--- src/rtl/alu_pkg.sv ---
// -----------------------------------------------------------------------------
// alu_pkg
// Shared definitions for the ALU result stage:
//   - opcode encodings of the upstream 32-bit combinational ALU
//   - bit positions inside the 4-bit V/Z/N/C status word
//   - 4-bit branch condition codes and their evaluation against NZCV flags
// -----------------------------------------------------------------------------
package alu_pkg;

    localparam int DATA_W = 32;

    // Opcode that produced a result; only OP_ADD carries meaningful V and C.
    typedef enum logic [2:0] {
        OP_ADD  = 3'd0,
        OP_XOR  = 3'd1,
        OP_AND  = 3'd2,
        OP_OR   = 3'd3,
        OP_NOR  = 3'd4,
        OP_SRL  = 3'd5,
        OP_SLL  = 3'd6,
        OP_PASS = 3'd7
    } op_e;

    // Bit positions in both the ALU stat word and the committed flag register.
    localparam int STAT_V = 3;
    localparam int STAT_Z = 2;
    localparam int STAT_N = 1;
    localparam int STAT_C = 0;

    typedef enum logic [3:0] {
        COND_EQ = 4'd0,
        COND_NE = 4'd1,
        COND_CS = 4'd2,
        COND_CC = 4'd3,
        COND_MI = 4'd4,
        COND_PL = 4'd5,
        COND_VS = 4'd6,
        COND_VC = 4'd7,
        COND_HI = 4'd8,
        COND_LS = 4'd9,
        COND_GE = 4'd10,
        COND_LT = 4'd11,
        COND_GT = 4'd12,
        COND_LE = 4'd13,
        COND_AL = 4'd14,
        COND_NV = 4'd15
    } cond_e;

    // Evaluate a condition code against a flag word laid out as {V,Z,N,C}.
    function automatic logic eval_cond(input logic [3:0] code, input logic [3:0] f);
        logic v, z, n, c;
        logic res;
        v   = f[STAT_V];
        z   = f[STAT_Z];
        n   = f[STAT_N];
        c   = f[STAT_C];
        res = 1'b0;
        case (cond_e'(code))
            COND_EQ: res = z;
            COND_NE: res = ~z;
            COND_CS: res = c;
            COND_CC: res = ~c;
            COND_MI: res = n;
            COND_PL: res = ~n;
            COND_VS: res = v;
            COND_VC: res = ~v;
            COND_HI: res = c & ~z;
            COND_LS: res = ~c | z;
            COND_GE: res = (n == v);
            COND_LT: res = (n != v);
            COND_GT: res = ~z & (n == v);
            COND_LE: res = z | (n != v);
            COND_AL: res = 1'b1;
            default: res = 1'b0;  // COND_NV
        endcase
        return res;
    endfunction

endpackage

--- src/rtl/alu_skid_buf.sv ---
// -----------------------------------------------------------------------------
// alu_skid_buf
// Two-entry FIFO holding {result, dest} between the ALU and its consumer.
// in_ready comes from registered occupancy only, so upstream never sees a
// combinational path from out_ready.
//
// Ports:
//   clk, rst            rising-edge clock, asynchronous active-high reset
//   in_valid/in_ready   upstream handshake (push = in_valid & in_ready)
//   in_result, in_dest  payload written on push
//   out_valid/out_ready downstream handshake (pop = out_valid & out_ready)
//   out_result,out_dest head entry; last popped entry while empty
// -----------------------------------------------------------------------------
module alu_skid_buf
    import alu_pkg::*;
#(
    parameter int DEPTH = 2,   // only 2 is supported: pointers are 1 bit
    parameter int TAG_W = 5
) (
    input  logic              clk,
    input  logic              rst,
    input  logic              in_valid,
    output logic              in_ready,
    input  logic [DATA_W-1:0] in_result,
    input  logic [TAG_W-1:0]  in_dest,
    output logic              out_valid,
    input  logic              out_ready,
    output logic [DATA_W-1:0] out_result,
    output logic [TAG_W-1:0]  out_dest
);

    logic [1:0]        count_q, count_d;
    logic              wr_ptr_q, wr_ptr_d;
    logic              rd_ptr_q, rd_ptr_d;
    logic [DATA_W-1:0] result_q [DEPTH];
    logic [TAG_W-1:0]  dest_q   [DEPTH];

    logic push;
    logic pop;
    logic head_idx;

    assign in_ready  = ~rst & (count_q != 2'(DEPTH));
    assign out_valid = (count_q != 2'd0);
    assign push      = in_valid & in_ready;
    assign pop       = out_valid & out_ready;

    // When empty, the slot behind rd_ptr is the entry popped last, so pointing
    // there keeps out_result/out_dest holding their last values for free.
    assign head_idx   = out_valid ? rd_ptr_q : ~rd_ptr_q;
    assign out_result = result_q[head_idx];
    assign out_dest   = dest_q[head_idx];

    always_comb begin
        // NOTE: every always_comb output gets a default first so no path leaves it unassigned (no latch).
        count_d  = count_q;
        wr_ptr_d = wr_ptr_q;
        rd_ptr_d = rd_ptr_q;
        if (push) begin
            wr_ptr_d = ~wr_ptr_q;
        end
        if (pop) begin
            rd_ptr_d = ~rd_ptr_q;
        end
        case ({push, pop})
            2'b10:   count_d = count_q + 2'd1;
            2'b01:   count_d = count_q - 2'd1;
            default: count_d = count_q;   // idle, or push+pop at count 1
        endcase
    end

    always_ff @(posedge clk or posedge rst) begin
        if (rst) begin
            // NOTE: sequential state uses non-blocking (<=) so all registers update together at the edge.
            count_q  <= 2'd0;
            wr_ptr_q <= 1'b0;
            rd_ptr_q <= 1'b0;
            // NOTE: the storage is reset too: it is only two entries, and the
            // empty-buffer output reads it directly, so it must show zero after reset.
            for (int i = 0; i < DEPTH; i++) begin
                result_q[i] <= '0;
                dest_q[i]   <= '0;
            end
        end else begin
            count_q  <= count_d;
            wr_ptr_q <= wr_ptr_d;
            rd_ptr_q <= rd_ptr_d;
            if (push) begin
                result_q[wr_ptr_q] <= in_result;
                dest_q[wr_ptr_q]   <= in_dest;
            end
        end
    end

endmodule

--- src/rtl/alu_result_stage.sv ---
// -----------------------------------------------------------------------------
// alu_result_stage
// Registered result stage behind the 32-bit ALU: buffers results in a 2-entry
// skid buffer and commits the architectural NZCV flags at push time.
//
// Optional feature (macro ALU_RESULT_STAGE_COND_EN): adds cond_code/cond_true,
// a combinational branch-condition evaluation on the committed flags.
//
// Ports:
//   clk, rst               rising-edge clock, asynchronous active-high reset
//   in_valid/in_ready      upstream handshake
//   in_result, in_stat     ALU result and {V,Z,N,C} status
//   in_sel, in_flag_we     producing opcode, flag-update enable
//   in_dest                destination tag
//   out_valid/out_ready    downstream handshake
//   out_result, out_dest   head result and tag
//   flags                  committed {V,Z,N,C}
//   cond_code, cond_true   condition select/result (macro only)
// -----------------------------------------------------------------------------
module alu_result_stage
    import alu_pkg::*;
#(
    parameter int DEPTH = 2,
    parameter int TAG_W = 5
) (
    input  logic              clk,
    input  logic              rst,
    input  logic              in_valid,
    output logic              in_ready,
    input  logic [DATA_W-1:0] in_result,
    input  logic [3:0]        in_stat,
    input  logic [2:0]        in_sel,
    input  logic              in_flag_we,
    input  logic [TAG_W-1:0]  in_dest,
    output logic              out_valid,
    input  logic              out_ready,
    output logic [DATA_W-1:0] out_result,
    output logic [TAG_W-1:0]  out_dest,
    output logic [3:0]        flags
`ifdef ALU_RESULT_STAGE_COND_EN
    ,
    input  logic [3:0]        cond_code,
    output logic              cond_true
`endif
);

    logic [3:0] flags_q, flags_d;
    logic       push;

    alu_skid_buf #(
        .DEPTH (DEPTH),
        .TAG_W (TAG_W)
    ) u_skid (
        .clk        (clk),
        .rst        (rst),
        .in_valid   (in_valid),
        .in_ready   (in_ready),
        .in_result  (in_result),
        .in_dest    (in_dest),
        .out_valid  (out_valid),
        .out_ready  (out_ready),
        .out_result (out_result),
        .out_dest   (out_dest)
    );

    assign push = in_valid & in_ready;

    // Flags commit at the push edge. Only ADD produces meaningful V/C, so the
    // logical/shift ops update N and Z and leave V and C untouched.
    always_comb begin
        flags_d = flags_q;
        if (push && in_flag_we) begin
            flags_d[STAT_N] = in_stat[STAT_N];
            flags_d[STAT_Z] = in_stat[STAT_Z];
            if (in_sel == OP_ADD) begin
                flags_d[STAT_V] = in_stat[STAT_V];
                flags_d[STAT_C] = in_stat[STAT_C];
            end
        end
    end

    always_ff @(posedge clk or posedge rst) begin
        if (rst) begin
            flags_q <= 4'b0000;
        end else begin
            flags_q <= flags_d;
        end
    end

    assign flags = flags_q;

`ifdef ALU_RESULT_STAGE_COND_EN
    // Gated by rst so codes such as AL/NE do not read 1 during reset.
    assign cond_true = ~rst & eval_cond(cond_code, flags_q);
`endif

endmodule
--- config.mk ---
export PLATFORM = sky130hd
export DESIGN_NAME = alu_result_stage
export DESIGN_NICKNAME = d
export VERILOG_FILES = /design/src/rtl/alu_pkg.sv /design/src/rtl/alu_skid_buf.sv /design/src/rtl/alu_result_stage.sv
export SDC_FILE = /design/constraint.sdc
export NUM_CORES = 1
export LEC_CHECK = 0
export BUFFER_PORTS_ARGS = -buffer_cell sky130_fd_sc_hd__buf_4
export CELL_PAD_IN_SITES_DETAIL_PLACEMENT = 1
export CELL_PAD_IN_SITES_GLOBAL_PLACEMENT = 1
export CORE_UTILIZATION = 44
export DETAILED_ROUTE_END_ITERATION = 10
export PLACE_DENSITY = 0.89
export SYNTH_ARGS = -nofsm -noshare
export SYNTH_HDL_FRONTEND = slang
export SYNTH_SLANG_ARGS = --single-unit
--- constraint.sdc ---
create_clock -name clk -period 2.5 [get_ports clk]
set_clock_uncertainty 0.05 [all_clocks]
set_input_delay 0.125 -clock clk [delete_from_list [all_inputs] [get_ports clk]]
set_output_delay 0.125 -clock clk [all_outputs]
set_load 0.02 [all_outputs]
* After elaboration in Yosys (flattened, before gate mapping)
Index checks and enable logic that the tools add are counted.
Storage, ports and cells: bits in registers 82, output and inout port bits 43, bits of input ports 49
Cells by class: bitwise operators 8, reductions and logical operators 6, magnitude comparators 3, muxes and demuxes 14, $add $sub $neg 2, eq/ne operators 3
Operator list (count):
- 2-to-1 mux 32 bit | 4
- bitwise mux 64 bit | 1
- demux 32 bit (select 1 bit) | 1
- 2-to-1 mux 5 bit | 4
- bitwise mux 10 bit | 1
- demux 5 bit (select 1 bit) | 1
- >= comparator 2 bit, second input constant | 2
- inverter 1 -> 2 bit | 2
- one-hot mux 2 bit (2 select lines) | 1
- nonzero test 2 bit | 2
- AND 1 bit | 3
- logical NOT 3 bit | 1
- inverter 1 bit | 3
- adder 2 x 1 -> 2 bit, second input constant | 1
- equality test 2 x 1 -> 1 bit, second input constant | 1
- equality test 2 bit, second input constant | 1
- logical AND 1 bit | 2
- less-than comparator 2 x 1 -> 1 bit, second input constant | 1
- inequality test 2 bit, second input constant | 1
- AND reduction 2 bit | 1
- subtractor 2 x 1 -> 2 bit, second input constant | 1
- 2-to-1 mux 1 bit | 1

* Longest topological paths before layout
depth after elaboration 6, mapped depth 6, depth with buffers taken out 6

* Cells and area by module
Synthesis repeated with hierarchy kept, for this count alone.
Unflattened totals: cells, all modules 228, area, all modules 3608.5 sq um
By module, submodules not included:
- alu_skid_buf | area each 3430.8 sq um, cells an instance 217, times used 1, seq. area each 1951.9 sq um
- alu_result_stage | area each 177.7 sq um, cells an instance 11, times used 1, seq. area each 100.1 sq um

* Worst setup path before layout
Ideal clock, no wire load.
path kind reg2out, from register u_skid.count_q[0], to output out_dest[0], required time 2.325 ns, buffers on the path 1, stages on the path, launching flop included 5, arrival time 1.572 ns, setup slack 0.753 ns, cells stage by stage dfrtp_1 -> or2_4 -> xor2_4 -> buf_8 -> mux2_4
Between the ends: word-level cells in the longest chain between the ends 6
Ends and longest elaborated chain:
- start, declared | line alu_skid_buf.sv:32 | logic [1:0] count_q, count_d;
- start signal, assigned | line alu_skid_buf.sv:84 | count_q <= count_d;
- nonzero test 2 bit | line alu_skid_buf.sv:43 | assign out_valid = (count_q != 2'd0);
- via out_valid | line alu_result_stage.sv:35 | output logic out_valid,
- 2-to-1 mux 1 bit | line alu_skid_buf.sv:49 | assign head_idx = out_valid ? rd_ptr_q : ~rd_ptr_q;
- inverter 1 -> 2 bit (not written as such) | line alu_skid_buf.sv:51 | assign out_dest = dest_q[head_idx];
- 2-to-1 mux 5 bit (not written as such) (3 in series) | line alu_skid_buf.sv:51
- end, declared | line alu_result_stage.sv:38 | output logic [TAG_W-1:0] out_dest,
The timed path passes the listed nets, and every way through them passes these cells. The select of a mux whose other input is x is not followed.

* Worst setup path after layout
from register u_skid.count_q[0], to output out_result[20]
Between the ends: word-level cells in the longest chain between the ends 6
Ends and longest elaborated chain:
- nonzero test 2 bit | line alu_skid_buf.sv:43
- 2-to-1 mux 1 bit | line alu_skid_buf.sv:49
- inverter 1 -> 2 bit (not written as such) | line alu_skid_buf.sv:50 | assign out_result = result_q[head_idx];
- 2-to-1 mux 32 bit (not written as such) (3 in series) | line alu_skid_buf.sv:50
- end, declared | line alu_result_stage.sv:37 | output logic [DATA_W-1:0] out_result,
No other way between the ends. The select of a mux whose other input is x is not followed.

==> flow_summary.json <==
{
  "cp_max_fo": 20,
  "synthAdderAreaFrac_pct": 0.333,
  "max-slew-margin-rel_pct": 52.6,
  "ys_types": 23,
  "layout_common_cells": "buf_4, mux2_2, dfrtp_1, dlygate4sd3_1, mux2_4",
  "grt_util_all_layers_pct": 19.9,
  "arrival_ns": 2.07,
  "layout-drive-gt1-share_pct": 63.1,
  "crit_buf_inv": 2,
  "reg2reg_from": "u_skid.count_q[0]",
  "ys_seq_area_share_pct": 54.7,
  "rows": 33,
  "synth-seq-cells": 82,
  "grtUsageMet2_pct": 37.2,
  "ir_drop_mv": 0.926,
  "die_y_um": 94.4,
  "start_util_pct": 45.7,
  "use_met1_pct": 22.7,
  "cts_setup_buffers": 0,
  "antenna_cells": 0,
  "avgViaCountPerCell": 4.96,
  "cp.required_ns": 2.33,
  "final_nets": 417,
  "rrSetupSlack_ns": 0.66,
  "drc": 0,
  "die_area_mm2": 0.00890,
  "nFillCells": 785,
  "cp_slowest_cell": "dfrtp_1",
  "top_usage_layer": "met2",
  "wire_per_inst_um": 17.5,
  "synth_top_family_by_area": "multiplexers",
  "antenna_found_initial": 0,
  "cts_resized": 0,
  "max_freq_mhz": 445,
  "setup_viol": 0,
  "area_growth_pct": 36.3,
  "r2r-end": "u_skid.result_q[0]",
  "place_ws_ns": 0.595,
  "status": "completed",
  "period_minus_slack_ns": 2.25,
  "synth_compound_area_share_pct": 0,
  "numCtsBuffers": 9,
  "overflow": 0,
  "drtAntennaViolNets": 0,
  "fp.dieW_um": 94.4,
  "vias": 2363,
  "p_leak_uw": 0.00237,
  "grt_max_degree": 43,
  "reg2regPathDepth": 3,
  "path_cells": "or2_4 -> xor2_4 -> buf_4 -> mux2_4 -> buf_4",
  "dr.pass1.iters": 3,
  "clock-root-buffer": "clkbuf_8",
  "clkSlewWorstSetupHoldPaths_ns": 0.07,
  "dpl.hpwl_um": 5250,
  "clock_path_buffers": 2,
  "p_total_uw": 7860,
  "hp-start": "out_ready",
  "htreeDepth": 3,
  "cp_top_family": "buffers and inverters",
  "syn_area_mm2": 0.00375,
  "yosys.area_share.xor_xnor_pct": 1.90,
  "cp-end-kind": "output pin",
  "cts_tree": "built",
  "drt-initial-drc-count": 54,
  "port_buffers": 91,
  "postLayoutCellArea_mm2": 0.00511,
  "synth_mux_area_share_pct": 37.5,
  "p_per_area_mw_per_mm2": 1540,
  "tightest_slew_ns": 0.711,
  "hold_path_end": "u_skid.rd_ptr_q",
  "slew_violations": 0,
  "slowest_delay_ns": 0.43,
  "grt_pass1_wl_um": 13200,
  "start_kind": "register",
  "rsz0062_at_grt": "no",
  "placed_area_mm2": 0.00452,
  "cts_hold_buffers": 42,
  "cap_viol_max_count": 0,
  "setup_ws_ns": 0.251,
  "synth_cells": 228,
  "critPathKind": "reg -> out",
  "met3_usage_pct": 3.54,
  "clock-sinks": 82,
  "place_congestion": 0.651,
  "avgSynthCellArea_um2": 16.5,
  "hold_class": "in -> reg",
  "yosys_warnings": 0,
  "grt_pass1_vias": 2661,
  "final_hold_viol_count": 0,
  "finalWirelength_um": 8330,
  "core_mm2": 0.00822,
  "hold_depth": 3,
  "synthSimpleGateAreaFrac_pct": 2.60,
  "final_common_cell": "buf_4",
  "finalSetupTns_ns": 0,
  "crit_start": "u_skid.count_q[0]",
  "synth.net_count": 278,
  "clk-insertion-delay-late_ns": 0.34,
  "cp_common_cell": "buf_4",
  "final.period_utilization_pct": 90.0,
  "ios": 92
}
[cell type report]
cell class              instances  area (um^2)  area share (%)
clock inverters                 4         27.5           0.538
well taps                     105          131            2.57
repair buffers                138         1150            22.6
clock buffers                  11          151            2.96
flip-flops and latches         82         2050            40.1
multi-input cells             135         1590            31.2
inverters                       1         5.00          0.0978
[state kept, by name, indices dropped and copies added, names as in the netlist]
register         flops
u_skid.wr_ptr_q      1
flags                4
u_skid.dest_q       10
u_skid.count_q       2
u_skid.result_q     64
u_skid.rd_ptr_q      1
[synthesized netlist by cell type]
| cell type | instances | area (um^2) |
|---|---|---|
| nand2_1 | 1 | 3.75 |
| nor3_1 | 1 | 5.00 |
| nand4_1 | 1 | 6.26 |
| and2_2 | 1 | 7.51 |
| nor2b_4 | 1 | 13.8 |
| or2b_2 | 1 | 8.76 |
| nand3_4 | 1 | 17.5 |
| ha_1 | 1 | 12.5 |
| xor2_4 | 1 | 27.5 |
| dfrtp_1 | 82 | 2050 |
| nor2b_1 | 1 | 6.26 |
| mux2_4 | 30 | 450 |
| xnor2_1 | 3 | 26.3 |
| buf_4 | 4 | 30.0 |
| inv_1 | 1 | 3.75 |
| buf_8 | 3 | 45.0 |
| buf_6 | 3 | 33.8 |
| xor2_1 | 2 | 17.5 |
| nand3_1 | 1 | 5.00 |
| nor2_1 | 2 | 7.51 |
| nor3b_1 | 1 | 7.51 |
| or2_4 | 1 | 8.76 |
| mux2_2 | 85 | 957 |
[logic make-up after synthesis]
group	Yosys count
and+or+nand+nor	13
adders and majority gates	1
DFF	82
muxes	115
xor gates and xnor gates	6
buffers and inverters	11
[worst max path at each step]
stage                     slack, ns        endpoint  cells after the start
after floorplan                0.22        flags[0]                      1
after global placement         0.62  out_result[20]                      5
after detailed placement       0.60  out_result[20]                      5
after CTS                      0.22  out_result[20]                      5
after global routing           0.16  out_result[20]                      5
final                          0.25  out_result[20]                      5
[where the power goes]
part	switching (uW)	total, uW	internal [uW]
clock network	479	888	408
registers	391	2390	2000
logic	2060	4590	2530
[layer usage]
metal | vias up | share of wire [%]
met3 | 12 | 4.0
met1 | 1198 | 40
met2 | 64 | 54
met5 | - | 0
li1 | 1089 | -
met4 | 0 | 1.3
[tightest hold or removal path, cell delays in order]
cell and delay (ns):
buf_4 0.08, and2_2 0.15, xor2_1 0.07
[metrics by stage]
step           std cells  util (%)  hold slack, ns
2_1_floorplan        228         -           0.225
3_3_place_gp         419      55.0           0.227
3_5_place_dp         419      55.0           0.245
4_1_cts              476      62.3          0.0627
5_1_grt              476      62.3          0.0763
6_report             476      62.3          0.0728
No activity file was read; power rests on OpenSTA's default activity.
